File: src/rtl/reset_sequencer.sv
// reset_sequencer: staged reset generator for a single clock domain.
// Holds NUM_CHANNELS reset outputs after top reset and PLL lock, releases
// them one by one (channel 0 first) and then reports completion.
// Optional watchdog: define RESET_SEQ_WDT_EN to enable the RUN-state
// watchdog that re-enters the reset sequence when it is not kicked.
module reset_sequencer #(
    parameter int NUM_CHANNELS = 4,
    parameter int HOLD_CYCLES  = 16,
    parameter int STAGE_GAP    = 4,
    parameter int CNT_WIDTH    = 16,
    parameter int WDT_CYCLES   = 1024
) (
    input  logic                    clock,
    input  logic                    reset,
    input  logic                    pll_locked,
    input  logic                    soft_reset_req,
    input  logic                    wdt_kick,
    output logic [NUM_CHANNELS-1:0] rst_out,
    output logic                    done,
    output logic [1:0]              state,
    output logic                    wdt_fired
);

    typedef enum logic [1:0] {
        ST_ASSERT  = 2'd0,
        ST_RELEASE = 2'd1,
        ST_RUN     = 2'd2
    } state_t;

    localparam int                    IDX_W     = (NUM_CHANNELS > 1) ? $clog2(NUM_CHANNELS) : 1;
    localparam logic [IDX_W-1:0]      LAST_IDX  = IDX_W'(NUM_CHANNELS - 1);
    localparam logic [IDX_W-1:0]      FIRST_IDX = IDX_W'(1);
    localparam logic [CNT_WIDTH-1:0]  HOLD_LAST = CNT_WIDTH'(HOLD_CYCLES - 1);
    localparam logic [CNT_WIDTH-1:0]  GAP_LAST  = CNT_WIDTH'(STAGE_GAP - 1);
    localparam logic [CNT_WIDTH-1:0]  WDT_LAST  = CNT_WIDTH'(WDT_CYCLES - 1);
    localparam logic [CNT_WIDTH-1:0]  CNT_ONE   = CNT_WIDTH'(1);
    localparam logic [NUM_CHANNELS-1:0] ALL_ONES = '1;

    state_t                  r_state, w_state_nx;
    logic [CNT_WIDTH-1:0]    r_cnt, w_cnt_nx;
    logic [IDX_W-1:0]        r_idx, w_idx_nx;
    logic [NUM_CHANNELS-1:0] r_rst_out, w_rst_nx;
    logic                    r_done, w_done_nx;
    logic                    w_abort;
    logic                    w_go_assert;
    logic                    w_wdt_trip;

    // Loss of lock and soft request share one restart path.
    assign w_abort = !pll_locked || soft_reset_req;

`ifdef RESET_SEQ_WDT_EN
    logic [CNT_WIDTH-1:0] r_wdt_cnt, w_wdt_cnt_nx;
    logic                 r_wdt_fired;
`endif

    // Next-state and next-output logic for the sequencer FSM.
    always_comb begin
        // NOTE: every signal assigned here gets a default first so that no
        // path leaves it unassigned, which would otherwise infer a latch.
        w_state_nx  = r_state;
        w_cnt_nx    = r_cnt;
        w_idx_nx    = r_idx;
        w_rst_nx    = r_rst_out;
        w_done_nx   = r_done;
        w_go_assert = 1'b0;
        w_wdt_trip  = 1'b0;
`ifdef RESET_SEQ_WDT_EN
        w_wdt_cnt_nx = '0;
`endif
        unique case (r_state)
            ST_ASSERT: begin
                w_rst_nx  = ALL_ONES;
                w_done_nx = 1'b0;
                w_idx_nx  = '0;
                if (w_abort) begin
                    w_cnt_nx = '0;
                end else if (r_cnt == HOLD_LAST) begin
                    w_cnt_nx = '0;
                    w_rst_nx = ALL_ONES << 1;
                    if (NUM_CHANNELS == 1) begin
                        w_state_nx = ST_RUN;
                        w_done_nx  = 1'b1;
                    end else begin
                        w_state_nx = ST_RELEASE;
                        w_idx_nx   = FIRST_IDX;
                    end
                end else begin
                    w_cnt_nx = r_cnt + CNT_ONE;
                end
            end
            ST_RELEASE: begin
                if (w_abort) begin
                    w_go_assert = 1'b1;
                end else if (r_cnt == GAP_LAST) begin
                    // Lower channels are already zero, so a left shift
                    // clears exactly bit r_idx.
                    w_cnt_nx = '0;
                    w_rst_nx = r_rst_out << 1;
                    if (r_idx == LAST_IDX) begin
                        w_state_nx = ST_RUN;
                        w_done_nx  = 1'b1;
                    end else begin
                        w_idx_nx = r_idx + FIRST_IDX;
                    end
                end else begin
                    w_cnt_nx = r_cnt + CNT_ONE;
                end
            end
            ST_RUN: begin
                if (w_abort) begin
                    w_go_assert = 1'b1;
                end
`ifdef RESET_SEQ_WDT_EN
                else if (wdt_kick) begin
                    w_wdt_cnt_nx = '0;
                end else if (r_wdt_cnt == WDT_LAST) begin
                    w_go_assert = 1'b1;
                    w_wdt_trip  = 1'b1;
                end else begin
                    w_wdt_cnt_nx = r_wdt_cnt + CNT_ONE;
                end
`endif
            end
            default: begin
                w_go_assert = 1'b1;
            end
        endcase
        // Any restart is a full return to ASSERT; no partial release.
        if (w_go_assert) begin
            w_state_nx = ST_ASSERT;
            w_rst_nx   = ALL_ONES;
            w_done_nx  = 1'b0;
            w_cnt_nx   = '0;
            w_idx_nx   = '0;
        end
    end

    // Sequencer state register with synchronous top reset.
    always_ff @(posedge clock) begin
        // NOTE: state registers use non-blocking assignments so every
        // register samples the pre-edge values regardless of statement order.
        if (reset) begin
            r_state   <= ST_ASSERT;
            r_cnt     <= '0;
            r_idx     <= '0;
            r_rst_out <= ALL_ONES;
            r_done    <= 1'b0;
        end else begin
            r_state   <= w_state_nx;
            r_cnt     <= w_cnt_nx;
            r_idx     <= w_idx_nx;
            r_rst_out <= w_rst_nx;
            r_done    <= w_done_nx;
        end
    end

`ifdef RESET_SEQ_WDT_EN
    // Watchdog counter and sticky fired flag; only top reset clears the flag.
    always_ff @(posedge clock) begin
        if (reset) begin
            r_wdt_cnt   <= '0;
            r_wdt_fired <= 1'b0;
        end else begin
            r_wdt_cnt <= w_wdt_cnt_nx;
            if (w_wdt_trip) begin
                r_wdt_fired <= 1'b1;
            end
        end
    end

    assign wdt_fired = r_wdt_fired;
`else
    // Watchdog absent: the kick input and timeout value have no effect.
    logic w_unused_wdt;
    assign w_unused_wdt = ^{wdt_kick, WDT_LAST, w_wdt_trip};
    assign wdt_fired    = 1'b0;
`endif

    assign rst_out = r_rst_out;
    assign done    = r_done;
    assign state   = r_state;

endmodule
File: config.mk
export PLATFORM = sky130hd
export DESIGN_NAME = reset_sequencer
export DESIGN_NICKNAME = d
export VERILOG_FILES = /design/src/rtl/reset_sequencer.sv
export SDC_FILE = /design/constraint.sdc
export NUM_CORES = 1
export LEC_CHECK = 0
export ABC_CLOCK_PERIOD_IN_PS = 2750
export CORE_UTILIZATION = 60
export CTS_BUF_LIST = sky130_fd_sc_hd__clkbuf_8
export CTS_CLUSTER_DIAMETER = 200
export DETAILED_ROUTE_END_ITERATION = 6
export PLACE_DENSITY = 0.85
export SLEW_MARGIN = 40
export SYNTH_ARGS = -nofsm -noshare
export SYNTH_HDL_FRONTEND = slang
export SYNTH_SLANG_ARGS = --single-unit
export TNS_END_PERCENT = 5
File: constraint.sdc
create_clock -name clock -period 2.75 [get_ports clock]
set_input_delay 0.4125 -clock clock [delete_from_list [all_inputs] [get_ports clock]]
set_output_delay 0.4125 -clock clock [all_outputs]
set_load 0.01 [all_outputs]
* Yosys cells after proc, flatten, opt, wreduce, memory -nomap -nowiden
Index checks and enable logic that the tools add are counted.
Widths: inputs -> output; s select.
** Operators by class
- $add $sub $neg :: 2
- Equal/unequal tests :: 11
- Muxes and demuxes :: 28
- Reductions and logical operators :: 11
** Operators by type and width (count)
- $mux 16 :: 4
- $pmux 16 s2 :: 1
- $add 16x1->16 const B :: 1
- $eq 16x2->1 const B :: 1
- $eq 16x4->1 const B :: 1
- $mux 2 :: 8
- $ne 2x2->1 const B :: 6
- $mux 1 :: 8
- $mux 4 :: 2
- $pmux 2 s2 :: 2
- $pmux 4 s2 :: 1
- $reduce_and 4->1 :: 2
- $reduce_and 6->1 :: 1
- $eq 2x2->1 const B :: 2
- $pmux 1 s2 :: 2
- $reduce_or 2->1 :: 2
- $reduce_and 3->1 :: 1
- $add 2x1->2 const B :: 1
- $eq 2x1->1 const B :: 1
- $logic_not 2->1 :: 1
- $reduce_and 2->1 :: 1
- $reduce_bool 2->1 :: 1
- $logic_not 1->1 :: 1
- $logic_or 1x1->1 :: 1
** Storage, ports and cells
- Flip-flop bits (word level) :: 25
- Bits of input ports :: 5
- Output and inout port bits :: 8
- Word-level logic and storage cells :: 57

* Depth between registers and ports, before layout
- Word-level depth :: 5
- Gate-level depth with buffers :: 8
- Depth with buffers taken out :: 7

* Worst setup path after synthesis
No wires, ideal clock.
- Path kind :: register to register
- Start :: register r_cnt[0]
- End :: register r_idx[0]
- Setup time :: 0.120 ns
- Arrival :: 1.677 ns
- Data required time :: 2.630 ns
- Setup slack :: 0.954 ns
- Stages on the path, launching flop included :: 8
- Buffers on the path :: 1
- Clock period less this slack :: 1.796 ns
- Cell sequence :: dfxtp_1 -> ha_1 -> nor3b_1 -> nand4_1 -> or2_0 -> buf_2 -> o2111a_1 -> a211o_1
** Between the ends
- Cells in the longest elaborated chain, start to end :: 4
- Elaborated cells on any way between the ends :: 7
- Classes of those cells :: eq/ne (3); mux (3); reduce/logical (1)
** RTL lines
- start: declaration :: RTL line 40 : logic [CNT_WIDTH-1:0] r_cnt, w_cnt_nx;
- start signal: assignment :: RTL line 150 : r_cnt <= w_cnt_nx;
- $eq 16x4->1 :: RTL line 77 : end else if (r_cnt == HOLD_LAST) begin
- $mux 1 :: RTL line 77
- $mux 1 :: RTL line 75 : if (w_abort) begin
- $pmux 2 s2 :: RTL line 70 : unique case (r_state)
- end signal: assignment :: RTL line 151 : r_idx <= w_idx_nx;
- end: declaration :: RTL line 41 : logic [IDX_W-1:0] r_idx, w_idx_nx;
Parallel ways exist; a longest one is shown, timed or not.
A chain may end at the register's enable or synchronous reset.

* Worst setup path after layout
- Start :: input port pll_locked
- End :: register r_cnt[9]
** Between the ends
- Cells in the longest elaborated chain, start to end :: 5
- Elaborated cells on any way between the ends :: 9
- Classes of those cells :: eq/ne (1); mux (4); reduce/logical (4)
** RTL lines
- start: declaration :: RTL line 15 : input logic pll_locked,
- $logic_not 1->1 (*) :: RTL line 49 : assign w_abort = !pll_locked || soft_reset_req;
- $logic_or 1x1->1 (*) :: RTL line 49
- $mux 1 :: RTL line 92, 110
- $pmux 1 s2 :: RTL line 70
- $reduce_or 2->1 (no line)
Mark *: on every way between the ends. The rest lies on a longest branch, timed or not.

==> impl_results.md <==
* Run status: completed
* Post-Place Cell Area at 0.001349 mm²
* Die area at 0.002252 mm²
* Global route overflow at 0
* WHS Path Cells at 2
* Post-Route WL at 2531 µm
* Root buf cell: clkbuf_8
* Tot GR Track Use at 0.2565
* Largest net degree at the start of global routing at 15
* Vias/cell at 5.944
* ANT cells at 0
* Met3 wire len at 99 µm
* Initial antenna violation count at 0
* Cells after synthesis at 143
* Final Slew Violations at 0
* Row count at 16
* Transition time of the tightest slew-check pin at 0.6041 ns
* FF+latch count, synth at 25
* Hold path endpoint: rst_out[0]
* Hold path startpoint: rst_out[0]
* Slew margin rel. at 0.5960
* ANT nets after route at 0
* Critical path depth at 6
* DP HPWL at 1976 µm
* Static Leakage at 0.4985 nW
* Chip Height at 47.46 µm
* Hold/Removal Path Class: reg -> reg
* Pwr dens at 420.8 mW/mm²
* Post-synth top area share at 0.4036
* Slowest CP cell: clkdlybuf4s50_1
* Post-Synthesis Cell Area at 0.001240 mm²
* H-tree level count at 1
* Die X at 47.46 µm
* Unrepaired setup endpoints after global routing: no
* Post-route cell area at 0.001394 mm²
* Most frequent cell on the critical path: nor2_1
* Placeable Area at 0.001962 mm²
* CTS Sinks at 25
* Dominant cells by area after synthesis: dfxtp_1 (40%), nor2_1 (6.7%), xor2_1 (5.7%)
* First-pass GRT wire length at 3995 µm
* Final Cycle Share at 0.7749
* Sequential area share after synthesis at 0.4036
* Final hold viol count at 0
* Layout cells sized above 1 at 0.05263
* Period minus WS final at 2.131 ns
* Cell family with most CP delay: simple AND/OR/NAND/NOR gates
* Area Overhead vs Synth at 12.41%
* Max Buffers Root-to-Sink at 2
* Clk slew on worst S/H paths at 0.08 ns
* Crit end category: flop
* Worst skew pair latency at 0.26 ns
* Syn avg cell area at 8.671 µm²
* VDD IR-drop max at 421.3 µV
* Starting density of the core at 0.6320
* Hold_buf cts at 0
* WP buf/inv at 1
* Final setup skew at 0.003624 ns
* Syn_nets at 152
* Final TNS setup at 0 ns
* CP Cell Sequence: clkdlybuf4s50_1 > nor2b_1 > mux2i_1 > nor2_1 > o211ai_2 > nor2_1
* Met2 WL at 1272 µm
* F_max at 0.4693 GHz
* CTS tree: yes
* Total CTS buffers at 3
* CP peak stage delay at 0.48 ns
* Postcts setup bufs at 0
* I/O pin count at 13
* Req. time, crit path at 2.95 ns
* Nets@finish at 162
* DR iter-0 viols at 28
* Crit-path max FO at 14
* Vias in the first global route at 941
* Post-cts resize count at 0
* Fillers at 177
* Critical path launch point type: primary input
* Netlist cell types at 40
* Largest area contributor in the netlist: dfxtp_1
* Critical path arrival at 2.33 ns
* Reg2reg end: r_idx[0]
* TritonRoute pass-1 iters at 4
* Final Setup Violations at 0
* Layout Utilization at 0.7105
* Max layer used: met4
* GPL Wtd Cong at 0.8596
* Reg2reg setup slack at 0.63 ns
* Worst R2R Path Depth at 6
* Wire per inst at 14.14 µm
* Yosys Warn Count at 0
* IO Port Bufs at 10
* Remaining DRCs at 0
* Critical path class: in -> reg
* Maxcap violations at 0
* R2R Path Start: r_cnt[0]
* Wl on met1 at 1110 µm
* Via count at 1064
## worst max-delay path by stage
| stage | from | endpoint | slack (ns) |
|---|---|---|---|
| floorplan | r_cnt[0] | r_idx[0] | 0.95 |
| global placement | pll_locked | r_cnt[6] | 0.44 |
| detailed placement | pll_locked | r_cnt[9] | 0.34 |
| CTS | pll_locked | r_cnt[9] | 0.62 |
| global route | pll_locked | r_cnt[12] | 0.45 |
| finish | pll_locked | r_cnt[9] | 0.62 |
## synthesized netlist by cell type
master	n
nand2b_1	2
dfxtp_1	25
nor2b_1	3
nor2_1	22
clkbuf_1	2
nand3_1	7
nand2_1	11
buf_2	2
xor2_1	8
o211ai_2	1
o211a_1	1
and3b_1	1
nor4b_1	1
nor3_1	3
a21oi_1	5
a22oi_1	2
nor3b_1	1
o22ai_1	3
buf_4	1
nand4_1	7
and3_1	2
ha_1	4
and4_1	1
o2bb2ai_1	1
o2111a_1	1
mux2i_1	1
or3b_1	1
or2_0	1
nand3b_1	2
a211o_1	1
or2_2	1
o21ai_0	2
inv_1	3
nor4_1	1
conb_1	1
o211ai_1	1
nor4_2	3
a211oi_1	1
a31oi_1	1
xnor2_1	6
## flip-flops by register name (all words and copies together) (netlist names)
signal,flops
r_idx,2
rst_out,4
state,2
done,1
r_cnt,16
## worst register-to-register path, cell delays in order (launching register included)
cell and delay [ns]:
dfxtp_1 0.41, ha_1 0.26, nor3b_1 0.20, nand4_1 0.19, or2_0 0.42, o2111a_1 0.32, a211o_1 0.22
## layer usage
metal	global-route usage	vias to the layer above
met5	0	-
met4	0.06857	0
met3	0.04906	7
met2	0.4521	29
met1	0.3192	504
li1	-	524
## cells by family after synthesis
logic type | after synthesis | share of synthesized area
simple gates | 70 | 0.3027
flops | 25 | 0.4036
compound gates | 20 | 0.1140
xor+xnor | 14 | 0.09889
buf+inv | 8 | 0.02927
fa+ha+maj | 4 | 0.04036
other cells | 1 | 0.003024
mux | 1 | 0.008073
## final cells by class
class	count	area, µm²	area share
repair buffers	10	100.1	0.07181
well taps	27	33.78	0.02424
inverters	3	11.26	0.008079
clock inverters	1	3.754	0.002693
flip-flops and latches	25	500.5	0.3591
clock buffers	3	41.29	0.02962
multi-input cells	110	703.2	0.5045
## through the flow
step	std cells	hold WS [ns]	power, mW	worst slack [ns]
2_1_floorplan	143	0.4681	0.3833	0.9538
3_3_place_gp	175	0.4774	0.3887	0.4395
3_5_place_dp	175	0.4924	0.3893	0.3424
4_1_cts	179	0.5068	0.5901	0.6243
5_1_grt	179	0.5273	0.6080	0.4510
6_report	179	0.5022	0.5865	0.6191
## where the power goes
group | total, mW | internal [mW] | leakage, nW | switching (mW)
Combinational | 0.0176 | 0.00743 | 0.270 | 0.0102
Clock | 0.206 | 0.0998 | 0.0269 | 0.106
Sequential | 0.363 | 0.362 | 0.202 | 0.000932
## cells in the final DEF, fill, tap and decap left out, drive strengths merged, types with 2 or more instances in the layout
master,Yosys,routed
a21oi,5,5
a22oi,2,2
and3,2,2
clkbuf,2,3
clkdlybuf4s50,0,10
dfxtp,25,25
ha,4,4
inv,3,4
nand2,11,11
nand2b,2,2
nand3,7,7
nand3b,2,2
nand4,7,7
nor2,22,22
nor2b,3,3
nor3,3,3
nor4,4,4
o211ai,2,2
o21ai,2,2
o22ai,3,3
or2,2,2
xnor2,6,6
xor2,8,8
Power figures use the tool's default switching activity.
